### config.mk
export PLATFORM = sky130hd
export DESIGN_NAME = branch_unit_flat
export DESIGN_NICKNAME = d
export VERILOG_FILES = /design/src/rtl/branch_unit_if.sv /design/src/rtl/branch_unit.sv /design/src/flat_wrapper.sv
export SDC_FILE = /design/constraint.sdc
export NUM_CORES = 1
export LEC_CHECK = 0
export CORE_ASPECT_RATIO = 1.4
export CORE_MARGIN = 10
export CORE_UTILIZATION = 45
export DETAILED_ROUTE_END_ITERATION = 16
export PLACE_DENSITY = 0.8
export SETUP_SLACK_MARGIN = 0.3
export SLEW_MARGIN = 30
export SYNTH_ARGS = -nofsm -noshare
export SYNTH_HDL_FRONTEND = slang
export SYNTH_SLANG_ARGS = --single-unit
### constraint.sdc
create_clock -name clk -period 2.85 [get_ports clk]
set_input_delay 0.57 -clock clk [delete_from_list [all_inputs] [get_ports clk]]
set_output_delay 0.57 -clock clk [all_outputs]
set_load 0.05 [all_outputs]
### src/rtl/branch_unit_if.sv
// Bus bundle for branch_unit: request fields from the decoder and the
// result fields returned by the branch unit.
interface branch_unit_if #(
   parameter int ADDR_W = 16
);
   logic              start;
   logic [7:0]        opcode;
   logic [7:0]        flags;
   logic [ADDR_W-1:0] pc_in;
   logic [7:0]        offset;
   logic              busy;
   logic              done;
   logic              taken;
   logic              illegal;
   logic [ADDR_W-1:0] pc_out;
   logic [1:0]        cycles;

   // Decoder side: issues requests, observes results.
   modport master (
      output start, opcode, flags, pc_in, offset,
      input  busy, done, taken, illegal, pc_out, cycles
   );

   // Branch unit side.
   modport slave (
      input  start, opcode, flags, pc_in, offset,
      output busy, done, taken, illegal, pc_out, cycles
   );
endinterface

### src/rtl/branch_unit.sv
// Multi-cycle 6502 relative-branch unit with 6502 cycle accounting.
// A taken branch costs one extra state (ADD_LO); a page cross costs a
// further state (FIX_HI) that corrects the upper address bits.
// Optional feature macro: BRANCH_BRA_EN (65C02 BRA, opcode 8'h80, always taken).
// ADDR_W must be at least 9; the page is always the low 8 bits.
module branch_unit #(
   parameter int ADDR_W = 16
) (
   input  logic         clk,
   input  logic         rst,
   branch_unit_if.slave bus
);

   localparam int HI_W = ADDR_W - 8;

   typedef enum logic [1:0] {
      S_IDLE,
      S_EVAL,
      S_ADD_LO,
      S_FIX_HI
   } state_t;

   state_t state, state_nx;

   // Request captured at the accept edge; inputs may change afterwards.
   logic [7:0]        op_q;
   logic [3:0]        flg_q;   // {N, V, Z, C}
   logic [ADDR_W-1:0] pc_q;
   logic [7:0]        off_q;
   logic [7:0]        lo_q;    // low byte of the target, kept for FIX_HI

   // Decode / datapath terms
   logic              accept;
   logic              is_bra;
   logic              legal;
   logic              sel_flag;
   logic              cond_taken;
   logic [8:0]        lo_sum;
   logic              page_cross;
   logic [HI_W-1:0]   hi_adj;

   // Result staged for the done pulse
   logic              fin;
   logic              res_taken;
   logic              res_illegal;
   logic [1:0]        res_cycles;
   logic [ADDR_W-1:0] res_pc;

   assign accept = (state == S_IDLE) && bus.start;

`ifdef BRANCH_BRA_EN
   assign is_bra = (op_q == 8'h80);
`else
   assign is_bra = 1'b0;
`endif

   assign legal = (op_q[4:0] == 5'b10000) || is_bra;

   // Select the flag named by opcode[7:6].
   always_comb begin
      // NOTE: every always_comb output gets a default first so no path can infer a latch.
      sel_flag = 1'b0;
      case (op_q[7:6])
         2'b00:   sel_flag = flg_q[3];   // N
         2'b01:   sel_flag = flg_q[2];   // V
         2'b10:   sel_flag = flg_q[0];   // C
         default: sel_flag = flg_q[1];   // Z
      endcase
   end

   assign cond_taken = legal && (is_bra || (sel_flag == op_q[5]));

   // Low-byte add; a carry out against a positive offset, or no carry
   // against a negative one, means the target lies on another page.
   assign lo_sum     = {1'b0, pc_q[7:0]} + {1'b0, off_q};
   assign page_cross = off_q[7] ^ lo_sum[8];
   assign hi_adj     = off_q[7] ? (pc_q[ADDR_W-1:8] - HI_W'(1))
                                : (pc_q[ADDR_W-1:8] + HI_W'(1));

   // State register.
   always_ff @(posedge clk or posedge rst) begin
      if (rst) begin
         // NOTE: sequential state uses non-blocking assignments so every register samples pre-edge values.
         state <= S_IDLE;
      end else begin
         state <= state_nx;
      end
   end

   // Next-state logic.
   always_comb begin
      state_nx = state;
      case (state)
         S_IDLE:   if (bus.start) state_nx = S_EVAL;
         S_EVAL:   state_nx = cond_taken ? S_ADD_LO : S_IDLE;
         S_ADD_LO: state_nx = page_cross ? S_FIX_HI : S_IDLE;
         S_FIX_HI: state_nx = S_IDLE;
         default:  state_nx = S_IDLE;
      endcase
   end

   // Output decode: which state finishes and what result it reports.
   always_comb begin
      fin         = 1'b0;
      res_taken   = 1'b0;
      res_illegal = 1'b0;
      res_cycles  = 2'd0;
      res_pc      = pc_q;
      case (state)
         S_EVAL: begin
            if (!cond_taken) begin
               fin         = 1'b1;
               res_illegal = !legal;
            end
         end
         S_ADD_LO: begin
            if (!page_cross) begin
               fin        = 1'b1;
               res_taken  = 1'b1;
               res_cycles = 2'd1;
               res_pc     = {pc_q[ADDR_W-1:8], lo_sum[7:0]};
            end
         end
         S_FIX_HI: begin
            fin        = 1'b1;
            res_taken  = 1'b1;
            res_cycles = 2'd2;
            res_pc     = {hi_adj, lo_q};
         end
         default: ;
      endcase
   end

   assign bus.busy = (state != S_IDLE);

   // Capture the request on accept and keep the low target byte for FIX_HI.
   always_ff @(posedge clk or posedge rst) begin
      if (rst) begin
         op_q  <= '0;
         flg_q <= '0;
         pc_q  <= '0;
         off_q <= '0;
         lo_q  <= '0;
      end else begin
         if (accept) begin
            op_q  <= bus.opcode;
            flg_q <= {bus.flags[7], bus.flags[6], bus.flags[1], bus.flags[0]};
            pc_q  <= bus.pc_in;
            off_q <= bus.offset;
         end
         if (state == S_ADD_LO) begin
            lo_q <= lo_sum[7:0];
         end
      end
   end

   // Result registers: load together with the done pulse, hold otherwise.
   always_ff @(posedge clk or posedge rst) begin
      if (rst) begin
         bus.done    <= 1'b0;
         bus.taken   <= 1'b0;
         bus.illegal <= 1'b0;
         bus.cycles  <= 2'd0;
         bus.pc_out  <= '0;
      end else begin
         bus.done <= fin;
         if (fin) begin
            bus.taken   <= res_taken;
            bus.illegal <= res_illegal;
            bus.cycles  <= res_cycles;
            bus.pc_out  <= res_pc;
         end
      end
   end

endmodule

### src/flat_wrapper.sv
// flat-port wrapper written by rule: the top's interface ports become plain ports
module branch_unit_flat 
#(
   parameter int ADDR_W = 16
)
  (clk, rst, bus_start, bus_opcode, bus_flags, bus_pc_in, bus_offset, bus_busy, bus_done, bus_taken, bus_illegal, bus_pc_out, bus_cycles);
  branch_unit_if #(.ADDR_W(ADDR_W)) bus_i ();
  input  logic clk;
  input  logic rst;
  input wire logic [$bits(bus_i.start)-1:0] bus_start;
  input wire logic [$bits(bus_i.opcode)-1:0] bus_opcode;
  input wire logic [$bits(bus_i.flags)-1:0] bus_flags;
  input wire logic [$bits(bus_i.pc_in)-1:0] bus_pc_in;
  input wire logic [$bits(bus_i.offset)-1:0] bus_offset;
  output wire logic [$bits(bus_i.busy)-1:0] bus_busy;
  output wire logic [$bits(bus_i.done)-1:0] bus_done;
  output wire logic [$bits(bus_i.taken)-1:0] bus_taken;
  output wire logic [$bits(bus_i.illegal)-1:0] bus_illegal;
  output wire logic [$bits(bus_i.pc_out)-1:0] bus_pc_out;
  output wire logic [$bits(bus_i.cycles)-1:0] bus_cycles;
  assign bus_i.start = bus_start;
  assign bus_i.opcode = bus_opcode;
  assign bus_i.flags = bus_flags;
  assign bus_i.pc_in = bus_pc_in;
  assign bus_i.offset = bus_offset;
  assign bus_busy = bus_i.busy;
  assign bus_done = bus_i.done;
  assign bus_taken = bus_i.taken;
  assign bus_illegal = bus_i.illegal;
  assign bus_pc_out = bus_i.pc_out;
  assign bus_cycles = bus_i.cycles;
  branch_unit #(.ADDR_W(ADDR_W)) u_core (.clk(clk), .rst(rst), .bus(bus_i));
endmodule
After elaboration in Yosys (flattened, before gate mapping)
Index checks and enable logic that the tools add are counted.

Equal/unequal tests: 8. $add $sub $neg: 3. Mux-type cells: 16. Reduce and logical (&&, ||, !) cells: 6. Bitwise operators: 1.

Operator list (number): $pmux 16 s2 (1); $mux 8 (2); $add 8x8->9 (1); $add 8x1->8 const B (1); $pmux 2 s4 (1); $sub 8x1->8 const B (1); $eq 2x2->1 const B (3); $mux 2 (3); $pmux 1 s3 (2); $eq 5x5->1 const B (1); $mux 1 (5); $eq 2x1->1 const B (2); $logic_not 2->1 (2); $pmux 2 s2 (1); $logic_and 1x1->1 (2); $ne 2x2->1 const B (1); $pmux 1 s2 (1); $reduce_bool 2->1 (1); $eq 1x1->1 (1); $logic_not 1->1 (1); $xor 1x1->1 (1).

Input port bits: 43. Register bits: 67. Output and inout port bits: 22.

Longest topological paths before layout
Gate-level depths: netlist of run 1.

Word-level depth: 6. Gate-level depth with buffers: 10.

Worst setup path before layout of run 1
OpenSTA, ideal clock, no wires.

Kind: reg-to-reg. Start: register u_core.off_q[0]. End: register u_core.bus.pc_out[7]. Slack: 0.571 ns. Path buffers: 0. Cell stages (with the launch flop): 9. Arrival: 2.154 ns. Library setup time: 0.125 ns. Cell sequence: dfrtp_1 -> ha_1 -> fa_1 -> a211oi_2 -> nor3_4 -> mux2i_1 -> o21a_4 -> inv_2 -> mux2_2.

Word-level cells in the longest chain between the ends: 4. Elaborated cells between the ends (all ways): 6.

RTL lines: start: declaration (RTL line branch_unit.sv:29) `logic [7:0] off_q;`; start signal: assignment (RTL line branch_unit.sv:149) `off_q <= bus.offset;`; $add 8x8->9 (*) (RTL line branch_unit.sv:75) `assign lo_sum = {1'b0, pc_q[7:0]} + {1'b0, off_q};`; $xor 1x1->1 (RTL line branch_unit.sv:76) `assign page_cross = off_q[7] ^ lo_sum[8];`; $mux 1 or $mux 8 (tied branches) (RTL line branch_unit.sv:117) `if (!page_cross) begin`; $pmux 1 s3 or $pmux 16 s2 (tied branches) (RTL line branch_unit.sv:109) `case (state)`; end signal: assignment (RTL line branch_unit.sv:171) `bus.pc_out <= res_pc;`; end: declaration (RTL line branch_unit_if.sv:27) `output busy, done, taken, illegal, pc_out, cycles`.

Every way passes the cells marked *; elsewhere a longest branch is shown, timed or not. A chain may end at the register's enable or synchronous reset.

Worst setup path in the final report of run 1
Start: register u_core.state[1]. End: output bus_busy.

Word-level cells in the longest chain between the ends: 1.

RTL lines: start: declaration (RTL line branch_unit.sv:23) `state_t state, state_nx;`; start signal: assignment (RTL line branch_unit.sv:86) `state <= state_nx;`; $reduce_bool 2->1 (RTL line branch_unit.sv:134) `assign bus.busy = (state != S_IDLE);`; end: declaration (RTL line flat_wrapper.sv:15) `output wire logic [$bits(bus_i.busy)-1:0] bus_busy;`.

No other way between the ends.

==> results.cfg, run 1 <==
[worst_setup_path]
worstSetupEndpointType = output pin
critPathMaxFanout = 9
r2r_slack_ns = 0.40
crit_chain = or2_2, clkdlybuf4s50_1
cp-start-kind = flip-flop
cpPeakStageDelay_ns = 0.71
critical_path_class = reg -> out
cp.arrival_ns = 1.89
crit_required_ns = 2.28
slowest_stage = clkdlybuf4s50_1

[cts]
tritoncts = done
clk_pin_slew_ns = 0.06
cts_hold_buf = 0
cts_sinks = 67
worstSkewPairLatency_ns = 0.34
cts_root_buffer = clkbuf_8
htreeDepth = 3
numCtsBuffers = 9
clockBufferDepth = 2

[flow_run]
maxCapViolations = 0

[global_routing]
grt_pass1_wl_um = 13200
grt_use_met1_pct = 17.3
antenna_found_initial = 0
grt_usage_pct = 14.2
grt_max_degree = 44
grt_pass1_vias = 2726
overflow = 0
gr-usage-met3_pct = 2.77
met2_usage_pct = 23.7
gr-max-usage-layer = met2

[placement]
dpl.hpwl_um = 5920
dpl.cell_count = 478
globalplace.congestion = 0.898
dp_slack_ns = 0.245
port_buffers = 60

[route]
drtPass1Iterations = 4
vias_per_cell = 5.35
wl_um = 7810
drtIter0Drc = 182
wl_per_cell_um = 15.8
drtAntennaViolNets = 0
vias = 2641
post-route-drc-count = 0

[power]
leakagePower_nw = 1.85
switching_power_mw = 1.30
p_clk_share_pct = 19.8
seqPwrFrac_pct = 38.1
intPower_mw = 2.08
ir_worst_vdd_v = 0.000363
p_per_area_nw_per_um2 = 772
combinationalPowerShare_pct = 42.0
switching_share_pct = 38.6

[min_path]
hold_path_class = reg -> reg

[timing]
finClkSkew_ns = 0.0108
post-route-period-util_pct = 86.2
tightest_slew_ns = 0.584
worst_hold_slack_ns = 0.474
fmax_mhz = 407
hold_violations = 0
setup_viol = 0
timing.final.ws_setup_ns = 0.394
rsz0062_at_grt = no
fin_crit_ns = 2.46
drv_slew = 0
fin_setup_tns_ns = 0
relSlewSlack_pct = 60.8

[finish]
area_growth_pct = 26.2
nFillCells = 670
drive_above_1_share_pct = 17.9
seq_area_um2 = 1680
nNetsFinal = 452
final_cells = 494
diodes = 0
multi_input_area_um2 = 1710
utilization_pct = 58.7

[yosys]
ys_warn_count = 0
ys_ff_latch = 67
synth_area_leaders = dfrtp_1 (48%), mux2_2 (11%), ha_1 (5.0%)
ys_seq_area_share_pct = 48.3
yosys.area.top_type = dfrtp_1
synth_edf_count = 0
synthArstFlopShare_pct = 100
synth_top_area_share_pct = 48.3
synth_flop_cell = dfrtp_1
synthDistinctLibCells = 49
syn-num-nets = 387
synthCells = 328
netlist_area_um2 = 3470
syn_avg_cell_area_um2 = 10.6

[floorplanning]
core_area_um2 = 7450
ios = 65
dieArea_um2 = 11700
die_h_um = 124
start_util_pct = 46.6
die_x_um = 94.2
rows = 37

[outcome]
status = complete, no violations
## registers in the layout (all words and copies together), names as in the netlist
register	count
u_core.off_q	8
u_core.lo_q	8
u_core.bus.cycles	2
u_core.flg_q	4
u_core.bus.taken	1
u_core.state	2
u_core.op_q	8
u_core.pc_q	16
u_core.bus.done	1
u_core.bus.pc_out	16
u_core.bus.illegal	1
## metrics by stage
stage          instance area (um^2)  total power [mW]
6_report                       4380              3.38
5_1_grt                        4380              3.59
4_1_cts                        4370              3.39
3_5_place_dp                   4190              2.70
3_3_place_gp                   4190              2.66
2_1_floorplan                  3470              2.29
## worst paths after layout
kind / from / to / cells past startpoint
setup / recovery: u_core.state[1] / bus_busy / 2
hold / removal: u_core.lo_q[1] / u_core.lo_q[1] / 2
setup reg to reg: u_core.pc_q[0] / u_core.bus.pc_out[7] / 8
hold reg to reg: u_core.lo_q[1] / u_core.lo_q[1] / 2
max in group asynchronous: rst / u_core.bus.pc_out[3] / 3
min in group asynchronous: rst / u_core.pc_q[15] / 2
## cells in the final DEF, fill, tap and decap left out, types with 2 or more instances in the layout
cell             netlist  layout
clkbuf_8               0      10
inv_1                 10       9
xor2_1                 5       5
buf_4                  0       6
nor2b_1                2       2
mux2_2                33      33
nand2b_1               5       5
a31o_2                 3       3
o22ai_1                2       2
o21a_1                 4       4
a21oi_1               11      11
nor3_1                 6       6
nand3_1                7       7
o21bai_1               3       3
nor2_4                 1       2
and2_1                 2       2
or2_2                  2       2
nor2_1                19      18
o21ai_0               25      25
nand2_1               43      43
a211oi_1               2       2
o2111ai_1              2       2
a32o_1                 2       2
dfrtp_1               67      67
xnor2_1                8       8
or3_1                  2       2
clkdlybuf4s50_1        0      60
a21o_1                 3       3
nor3b_1                2       2
ha_1                  14      14
o21ai_1                8       8
clkbuf_1               7       2
a31oi_1                3       3
clkinv_2               0       3
## power groups by stage
| stage | logic (mW) | registers (mW) | clock network [mW] |
|---|---|---|---|
| 4_1_cts | 1.41 | 1.29 | 0.687 |
| 6_report | 1.42 | 1.29 | 0.670 |
| 2_1_floorplan | 0.746 | 1.54 | 0 |
| 5_1_grt | 1.55 | 1.32 | 0.727 |
| 3_5_place_dp | 1.39 | 1.31 | 0 |
| 3_3_place_gp | 1.36 | 1.30 | 0 |
## what timing repair did
| action | in CTS | in global routing |
|---|---|---|
| pin swaps | 1 | 1 |
| endpoints found under the setup margin | 1 | 16 |
| cloned | 0 | 0 |
| setup buffers | 1 | 0 |
| resized for setup | 2 | 2 |
## logic make-up after synthesis
family,share of synthesized area (%)
fa+ha+maj,6.20
buf+inv,2.99
flops,48.3
compound gates,14.4
simple gates,12.8
mux,11.9
xor+xnor,3.28
## Yosys cell counts (6+ instances only)
| cell | number |
|---|---|
| inv_1 | 10 |
| clkbuf_1 | 7 |
| a21oi_1 | 11 |
| nand3_1 | 7 |
| nand2_1 | 43 |
| xnor2_1 | 8 |
| ha_1 | 14 |
| mux2_2 | 33 |
| o21ai_0 | 25 |
| dfrtp_1 | 67 |
| o21ai_1 | 8 |
| nor2_1 | 19 |
| nor3_1 | 6 |
## layout make-up
class,instances,area share (%)
clock buffers,12,3.32
clock inverters,3,0.343
inverters,11,1.00
multi-input cells,237,39.1
flip-flops and latches,67,38.3
well taps,97,2.77
repair buffers,67,15.2
## routing by layer
layer  vias to the layer above  routed length, um
li1                       1286                  -
met4                         0                140
met3                        10                341
met5                         -                  0
met2                        78               3950
met1                      1267               3380
## worst max-delay path, delay by kind of cell, from the launching register on
| family | cells | cell delay (ns) |
|---|---|---|
| buf+inv | 1 | 0.71 |
| simple gates | 1 | 0.37 |
| flops | 1 | 0.48 |
Note: power is estimated with default switching activity, not from simulation.
==> run 2, diff against run 1 <==
- CORE_UTILIZATION: 45 -> 25
- PLACE_DENSITY: 0.8 -> default
- PLACE_DENSITY_LB_ADDON: default -> 0.3
- SLEW_MARGIN: 30 -> default
==> run 2 against run 1 <==
Against the previous run: maximum frequency shrank 0.28%; critical path type unchanged; largest cell class unchanged; final cell count grew 18%; die area up 63%; critical path depth did not move; global-route usage shrank 4.9 points; sequential cell count is the same.
==> results.cfg, run 2 (synthesis gave the netlist of run 1 again) <==
[power]
ir_worst_vdd_v = 0.000247
p_per_area_nw_per_um2 = 807
leakagePower_nw = 1.92
p_total_mw = 3.73

[timing]
finClkSkew_ns = 0.00558
fmax_mhz = 406
post-route-period-util_pct = 86.4
relSlewSlack_pct = 55.3
setup_viol = 0
tightest_slew_ns = 0.669
timing.final.ws_setup_ns = 0.387
hold_violations = 0
rsz0062_at_grt = no
drv_slew = 0
fin_crit_ns = 2.46
fin_setup_tns_ns = 0

[floorplanning]
die_x_um = 120
core_area_um2 = 13500
start_util_pct = 25.7
ios = 65
dieArea_um2 = 19100
rows = 50
die_h_um = 159

[worst_setup_path]
crit_chain = or2_2, clkdlybuf4s50_1
worstReg2RegEnd = u_core.bus.pc_out[7]
worstSetupEndpointType = output pin
cpPeakStageDelay_ns = 0.72
slowest_stage = clkdlybuf4s50_1
critPathMaxFanout = 9
r2r_slack_ns = 0.43
reg2reg_from = u_core.pc_q[0]
cp-start-kind = flip-flop
crit_required_ns = 2.28
critical_path_class = reg -> out
ff2ff_path_depth = 8
cp.arrival_ns = 1.89

[finish]
nNetsFinal = 453
seq_area_um2 = 1680
design_area_um2 = 4630
layout.cells.most_common = dfrtp_1
nFillCells = 1429
drive_above_1_share_pct = 18.3
multi_input_area_um2 = 1720
layout_common_cells = dfrtp_1 (67), clkdlybuf4s50_1 (60), nand2_1 (43), mux2_2 (33), o21ai_0 (25)
reg_top3 = u_core.bus.pc_out x16, u_core.pc_q x16
diodes = 0
area_growth_pct = 33.3

[route]
vias = 2588
drtPass1Iterations = 4
drtAntennaViolNets = 0
wl_um = 8640
wl_per_cell_um = 14.9
vias_per_cell = 4.45
post-route-drc-count = 0
drtIter0Drc = 99

[placement]
dpl.hpwl_um = 6720
dpl-instance-area_um2 = 4330
globalplace.congestion = 0.802
port_buffers = 60
dp_slack_ns = 0.266

[cts]
worstSkewPairLatency_ns = 0.33
clockBufferDepth = 2
htreeDepth = 3
clk_pin_slew_ns = 0.05
cts_hold_buf = 0
cts_root_buffer = clkbuf_16
cts_setup_buffers = 0
cts_sinks = 67
ctsResizeCount = 1
numCtsBuffers = 9
tritoncts = done

[min_path]
hold_path_class = reg -> reg
holdPathStages = 2
hold_start = u_core.lo_q[1]
min_to = u_core.lo_q[1]

[outcome]
status = complete, no violations

[global_routing]
overflow = 0
antenna_found_initial = 0
grt_pass1_wl_um = 14200
grt_max_degree = 41
grt_pass1_vias = 2731
grt_usage_pct = 9.34

[flow_run]
maxCapViolations = 0
## run 2: changes by cell type in the layout (fill, tap and decap cells not counted)
| cell | before | now |
|---|---|---|
| buf_12 | 1 | 2 |
| clkbuf_1 | 2 | 3 |
| clkbuf_16 | 0 | 9 |
| clkbuf_8 | 10 | 2 |
| clkinv_2 | 3 | 2 |
| o311ai_0 | 1 | 0 |
| o311ai_1 | 0 | 1 |
| xnor2_1 | 8 | 7 |
| xnor2_2 | 0 | 1 |
## run 2: worst max-delay path by stage
stage                    start              endpoint  slack (ns)
2_1_floorplan  u_core.off_q[0]  u_core.bus.pc_out[7]        0.57
3_3_place_gp    u_core.pc_q[0]  u_core.bus.pc_out[7]        0.28
3_5_place_dp    u_core.pc_q[0]  u_core.bus.pc_out[7]        0.27
4_1_cts         u_core.pc_q[0]  u_core.bus.pc_out[7]        0.33
5_1_grt         u_core.pc_q[0]  u_core.bus.pc_out[7]        0.31
6_report       u_core.state[1]              bus_busy        0.39
## run 2: per-layer routing
| layer | routed length (um) | share of wire, % | track usage, % |
|---|---|---|---|
| met1 | 3510 | 41 | 10.2 |
| met2 | 4480 | 52 | 16.1 |
| met3 | 450 | 5.2 | 2.73 |
| met4 | 204 | 2.4 | 4.51 |
| met5 | 0 | 0 | 0 |
## run 2: power by group
part / internal, mW / total (mW) / switching, mW / leakage, nW
Clock: 0.633 / 1.02 / 0.384 / 0.137
Combinational: 0.593 / 1.43 / 0.835 / 0.963
Sequential: 1.16 / 1.29 / 0.130 / 0.817
Total: 2.38 / 3.73 / 1.35 / 1.92
## run 2: worst max-delay path, delay by kind of cell, from the launching register on
family / cells / cell delay (ns)
buffers and inverters: 1 / 0.72
flip-flops: 1 / 0.47
AND/OR/NAND/NOR: 1 / 0.37
## run 2: per-stage QoR
step / cells / hold WS, ns / util (%)
2_1_floorplan: 328 / 0.437 / -
3_3_place_gp: 565 / 0.449 / 32.0
3_5_place_dp: 565 / 0.461 / 32.0
4_1_cts: 581 / 0.473 / 34.1
5_1_grt: 581 / 0.498 / 34.2
6_report: 581 / 0.469 / 34.2
## run 2: layout make-up
type | instances | area share (%)
clock buffers | 14 | 5.71
clock inverters | 2 | 0.216
inverters | 11 | 0.947
multi-input cells | 237 | 37.1
flip-flops and latches | 67 | 36.2
well taps | 182 | 4.92
repair buffers | 68 | 14.8
